--- config.mk ---
export PLATFORM = sky130hd
export DESIGN_NAME = run_scheduler
export DESIGN_NICKNAME = d
export VERILOG_FILES = /design/src/rtl/run_scheduler.sv
export SDC_FILE = /design/constraint.sdc
export NUM_CORES = 1
export LEC_CHECK = 0
export CAP_MARGIN = 20
export CORE_MARGIN = 2
export CORE_UTILIZATION = 40
export DETAILED_ROUTE_END_ITERATION = 12
export DONT_BUFFER_PORTS = 1
export PLACE_DENSITY = 0.64
export SYNTH_ARGS = -nofsm -noshare
export SYNTH_HDL_FRONTEND = slang
export SYNTH_SLANG_ARGS = --single-unit
--- constraint.sdc ---
create_clock -name clk -period 1.7 [get_ports clk]
set_input_delay 0.255 -clock clk [delete_from_list [all_inputs] [get_ports clk]]
set_output_delay 0.255 -clock clk [all_outputs]
set_load 0.02 [all_outputs]
--- src/rtl/run_scheduler.sv ---
// Fan session timer: IDLE/RUN/PAUSE/ALARM FSM with a mm:ss countdown and alarm buzzer.
// Optional feature macro: RUN_PAUSE_EN enables the pause input and the PAUSE state.
module run_scheduler #(
  parameter int MAX_MIN   = 99,
  parameter int ALARM_SEC = 5
) (
  input  logic       clk,
  input  logic       rst_n,
  input  logic       clk_1Hz,
  input  logic       voice_1k,
  input  logic       start,
  input  logic       stop,
  input  logic       pause,
  input  logic [7:0] set_min,
  output logic       fan_en,
  output logic       beep,
  output logic [7:0] remmin,
  output logic [7:0] remsec,
  output logic [1:0] state,
  output logic       done
);

  typedef enum logic [1:0] {
    IDLE  = 2'b00,
    RUN   = 2'b01,
    PAUSE = 2'b10,
    ALARM = 2'b11
  } state_e;

  localparam logic [7:0]    MAXM  = 8'(MAX_MIN);
  localparam int            CW    = (ALARM_SEC > 1) ? $clog2(ALARM_SEC) : 1;
  localparam logic [CW-1:0] ALAST = CW'(ALARM_SEC - 1);

  state_e        st_q, st_d;
  logic [7:0]    min_q, min_d;
  logic [7:0]    sec_q, sec_d;
  logic [CW-1:0] acnt_q, acnt_d;
  logic          done_d;

  logic pause_cmd;
  logic start_ok;
  logic tick;
  logic last_sec;

`ifdef RUN_PAUSE_EN
  assign pause_cmd = pause;
`else
  logic unused_pause;
  assign unused_pause = pause;
  assign pause_cmd    = 1'b0;
`endif

  assign start_ok = start && (set_min != 8'd0) && (set_min <= MAXM);
  // Any command in the same cycle swallows the second tick.
  assign tick     = clk_1Hz && !(stop || start || pause_cmd);
  assign last_sec = (min_q == 8'd0) && (sec_q <= 8'd1);

  always_comb begin
    st_d   = st_q;
    min_d  = min_q;
    sec_d  = sec_q;
    acnt_d = acnt_q;
    done_d = 1'b0;
    case (st_q)
      IDLE: begin
        if (start_ok) begin
          st_d  = RUN;
          min_d = set_min;
          sec_d = 8'd0;
        end
      end
      RUN: begin
        if (stop) begin
          st_d  = IDLE;
          min_d = 8'd0;
          sec_d = 8'd0;
        end else if (start) begin
          st_d = RUN;
        end else if (pause_cmd) begin
          st_d = PAUSE;
        end else if (tick) begin
          if (last_sec) begin
            st_d   = ALARM;
            min_d  = 8'd0;
            sec_d  = 8'd0;
            acnt_d = '0;
            done_d = 1'b1;
          end else if (sec_q != 8'd0) begin
            sec_d = sec_q - 8'd1;
          end else begin
            min_d = min_q - 8'd1;
            sec_d = 8'd59;
          end
        end
      end
      PAUSE: begin
        if (stop) begin
          st_d  = IDLE;
          min_d = 8'd0;
          sec_d = 8'd0;
        end else if (start || pause_cmd) begin
          st_d = RUN;
        end
      end
      ALARM: begin
        if (stop) begin
          st_d   = IDLE;
          min_d  = 8'd0;
          sec_d  = 8'd0;
          acnt_d = '0;
        end else if (start_ok) begin
          st_d   = RUN;
          min_d  = set_min;
          sec_d  = 8'd0;
          acnt_d = '0;
        end else if (tick) begin
          if (acnt_q == ALAST) begin
            st_d   = IDLE;
            acnt_d = '0;
          end else begin
            acnt_d = acnt_q + 1'b1;
          end
        end
      end
      default: st_d = IDLE;
    endcase
  end

  // Outputs are registered from next-state so they line up with the state register.
  always_ff @(posedge clk or negedge rst_n) begin
    if (!rst_n) begin
      st_q   <= IDLE;
      min_q  <= 8'd0;
      sec_q  <= 8'd0;
      acnt_q <= '0;
      fan_en <= 1'b0;
      beep   <= 1'b0;
      done   <= 1'b0;
    end else begin
      st_q   <= st_d;
      min_q  <= min_d;
      sec_q  <= sec_d;
      acnt_q <= acnt_d;
      fan_en <= (st_d == RUN);
      beep   <= (st_d == ALARM) && voice_1k;
      done   <= done_d;
    end
  end

  assign state  = st_q;
  assign remmin = min_q;
  assign remsec = sec_q;

endmodule

==> results.tsv <==
stage	metric	value	unit
status	status	finished with violations	
status	failing checks	setup timing	
routing	Vias/cell	6.022	
sta	Tmin final	1.872	ns
synth	number of flops mapped to enable cells by yosys	0	
sta	Worst-Margin Slew	0.6016	ns
clock_tree	CTS root buffer	clkbuf_8	
setup_path	Worst setup SP type	flop	
routing	DRT iter0 DRCs	155	
clock_tree	clock sinks	24	
finish	register area	609.3	um2
flow_run	Max Cap Viol	0	
placed_design	dpl hpwl	3.901	mm
clock_tree	worst skew pair latency	0.28	ns
sta	max-slew violations	0	
sta	WHS	0.1476	ns
placed_design	GPL Wtd Cong	0.9004	
die	I/O pins	36	
die	die width	70.18	um
synth	Seq/Total Area, Yosys	34.29	%
setup_path	Critical path origin	remsec[7]$_DFFE_PN0P_	
setup_path	crit-path cells	nor4_4, buf_4, o211a_4, a21boi_4, buf_6, a21o_1, a32o_1	
routing	First-pass DRT Iterations	4	
power_and_ir_drop	P_int	2.903	mW
finish	diode count	0	
setup_path	Crit path buffers/inverters	2	
power_and_ir_drop	Peak VDD IR	0.6574	mV
setup_path	CP max FO	6	
synth	Synth Instances	201	
global_route	initial antenna violation count	0	
power_and_ir_drop	clock share of power	10.0	%
setup_path	kind of critical path	flop to flop	
clock_tree	H-tree Lvls	1	
setup_path	CP required	1.87	ns
die	Vert. Die Dim	70.18	um
setup_path	r2r setup slk	-0.17	ns
finish	Layout Area Growth over Synthesis	52.93	%
finish	final net count	289	
global_route	total grt overflow	0	
synth	Syn Area/Cell	8.715	um2
setup_path	slowest CP cell	dfrtp_1	
sta	Setup TNS	-1.677	ns
sta	RSZ-0062 raised after global routing	true	
setup_path	CP Data Arrival Time	2.04	ns
finish	# fillers	364	
clock_tree	Clock Tree Buf Depth	2	
setup_path	Worst path max stage delay	0.42	ns
power_and_ir_drop	Switching Fraction	44.69	%
sta	worst setup margin	-0.1719	ns
global_route	vias in the first global route	1835	
sta	final setup vio count	20	
finish	multi-input logic area	1315	um2
setup_path	worst reg2reg path endpoint	remsec[5]$_DFFE_PN0P_	
power_and_ir_drop	P_leak	1.224	nW
setup_path	kind of end point of the critical path	flop	
synth	Synth Cell Area	1752	um2
power_and_ir_drop	sw power	2.346	mW
clock_tree	Num CTS Buffers	3	
synth	Yosys Warn Count	0	
hold_path	Hold EP	beep$_DFF_PN0_	
hold_path	hold wc startpoint	voice_1k	
sta	fmax	534.2	MHz
routing	via count	1921	
power_and_ir_drop	sequential power share	18.2	%
routing	Antenna Nets Post-Route	0	
hold_path	worst min path class	input port to flop	
power_and_ir_drop	Design Power	5.249	mW
die	Core Area	4294	um2
power_and_ir_drop	logic gate share of total power	71.8	%
routing	Routed WL	5.698	mm
sta	fin crit share	110.1	%
synth	Post-Syn Nets	222	
sta	Slew headroom	59.47	%
synth	Post-synth ARST share	100.0	%
finish	layout cells sized above 1	47.94	%
die	row count	24	
placed_design	PortBufs	0	
routing	DRC	0	
synth	Synth cell types	59	
sta	Max Clock Skew	0.006426	ns
clock_tree	CTS tree	done	
hold_path	Worst Hold Depth	1	
global_route	largest net degree at the start of global routing	25	
synth	Synth Register Bits	24	
die	Initial Utilization	40.79	%
global_route	global-route wire length before repair	8.583	mm
setup_path	top cell family by delay on the critical path	compound AO/OA/AOI/OAI gates	
global_route	gr usage total	21.49	%
power_and_ir_drop	pwr/cell area	1959	nW/um2
setup_path	FF-to-FF path depth	7	
synth	Post-synth top flop	dfrtp_1	
sta	Hold Vio Cnt, Final	0	
die	Die ar.	4925	um2
setup_path	RR Startpoint	remsec[7]$_DFFE_PN0P_	
routing	wire length per cell	17.86	um
clock_tree	Worst-path clk slew	0.10	ns
## state kept, by name (all words and copies together) (netlist names)
name and flops:
done 1, beep 1, remsec 8, remmin 8
fan_en 1, acnt_q 3, state 2
## layer usage
metal  share of wire (%)  track usage, %  vias to the layer above
met2                  51           37.25                       66
met3                 6.0           4.473                       14
met5                   0               0                        -
met1                  41           26.33                      942
met4                 1.9           7.692                        0
li1                    -               -                      899
## worst register-to-register path: stages (launching register included)
cell and delay (ns):
dfrtp_1 0.42, nor4_4 0.37, buf_4 0.17, o211a_4 0.20, a21boi_4 0.10, buf_6 0.15
a21o_1 0.16, a32o_1 0.20
## cells in the mapped netlist, types with 2 or more instances
master	count	area, um2
o22ai_1	6	37.54
a211oi_1	2	15.01
o211ai_1	4	30.03
nand2_1	15	56.30
dfrtp_1	24	600.6
o21ai_0	8	40.04
a221oi_1	2	17.52
a211o_1	3	26.28
nand3_1	5	25.02
inv_1	16	60.06
clkbuf_1	2	7.510
nor3_1	11	55.05
a21oi_1	7	35.03
nor2_1	15	56.30
a2bb2oi_1	2	17.52
nand2b_4	2	27.53
nor2b_1	4	25.02
or3_1	2	12.51
and3_1	3	18.77
a21o_1	4	30.03
ha_1	6	75.07
nand4_1	4	25.02
o221ai_1	2	17.52
nand3b_1	2	15.01
nor4_1	4	25.02
a31oi_1	2	12.51
a22o_1	3	26.28
o2111ai_1	2	17.52
nand2b_1	4	25.02
and2_1	2	12.51
o32ai_1	2	17.52
o32a_1	2	20.02
buf_4	3	22.52
## final cells by class
| type | instances | area share [%] |
|---|---|---|
| multi-input combinational | 156 | 49.09 |
| clock buffer | 3 | 1.541 |
| timing repair buffer | 67 | 20.83 |
| clock inverter | 1 | 1.121 |
| inverter | 16 | 2.242 |
| tap | 52 | 2.429 |
| sequential | 24 | 22.75 |
## metrics by stage
step / util [%] / setup slack, ns / std cells / cell area (um2)
floorplan: - / -0.06289 / 201 / 1810
global placement: 51.63 / -0.1044 / 299 / 2217
detailed placement: 51.63 / -0.1238 / 299 / 2217
CTS: 56.03 / -0.1184 / 308 / 2406
global route: 62.38 / -0.2264 / 319 / 2679
finish: 62.38 / -0.1719 / 319 / 2679
## power groups by stage
stage / clock network [mW] / registers, mW / logic, mW
floorplan: 0 / 1.22 / 1.51
global placement: 0 / 0.945 / 2.79
detailed placement: 0 / 0.950 / 2.83
CTS: 0.525 / 0.940 / 3.03
global route: 0.562 / 0.976 / 4.03
finish: 0.526 / 0.954 / 3.77
## cell usage in the layout (no fill, tap or decap), drive strengths merged, types with 3 or more instances in the layout
master  synthesis  final
nand2b          6      6
inv            16     16
buf             4     66
o211ai          4      4
dfrtp          24     24
o22ai           6      6
a21o            4      4
clkbuf          2      3
a21oi           7      7
nand3           5      5
nor2b           4      4
a211o           3      3
o221ai          3      3
and3            3      3
nor2           16     16
ha              6      6
nand2          15     15
a22o            3      3
nor3           11     11
nand4           4      4
or3             3      3
nor4            5      5
o21ai          10     10
## timing repair
action	4_1_cts	5_1_grt
hold buffers	2	0
gates resized for setup	14	41
gates cloned	1	0
hold endpoints to repair	24	0
pin swaps	10	17
endpoints found under the setup margin	20	21
setup buffers	2	11
## cell families after synthesis
family,Yosys count,share of synthesized area [%]
AND/OR/NAND/NOR,82,26.64
buffers and inverters,22,5.786
multiplexers,1,0.5715
AO/OA/AOI/OAI,65,27.93
adder cells (fa/ha/maj),6,4.286
XOR/XNOR,1,0.5001
flip-flops,24,34.29
## worst max path at each step
stage                       endpoint  slack [ns]  cells after the start
2_1_floorplan  remmin[6]$_DFFE_PN0P_       -0.06                      8
3_3_place_gp   remsec[6]$_DFFE_PN0P_       -0.10                      7
3_5_place_dp   remsec[6]$_DFFE_PN0P_       -0.12                      7
4_1_cts        remmin[1]$_DFFE_PN0P_       -0.12                      6
5_1_grt        remsec[5]$_DFFE_PN0P_       -0.23                      7
6_report       remsec[5]$_DFFE_PN0P_       -0.17                      7
(Power assumes the default switching activity.)
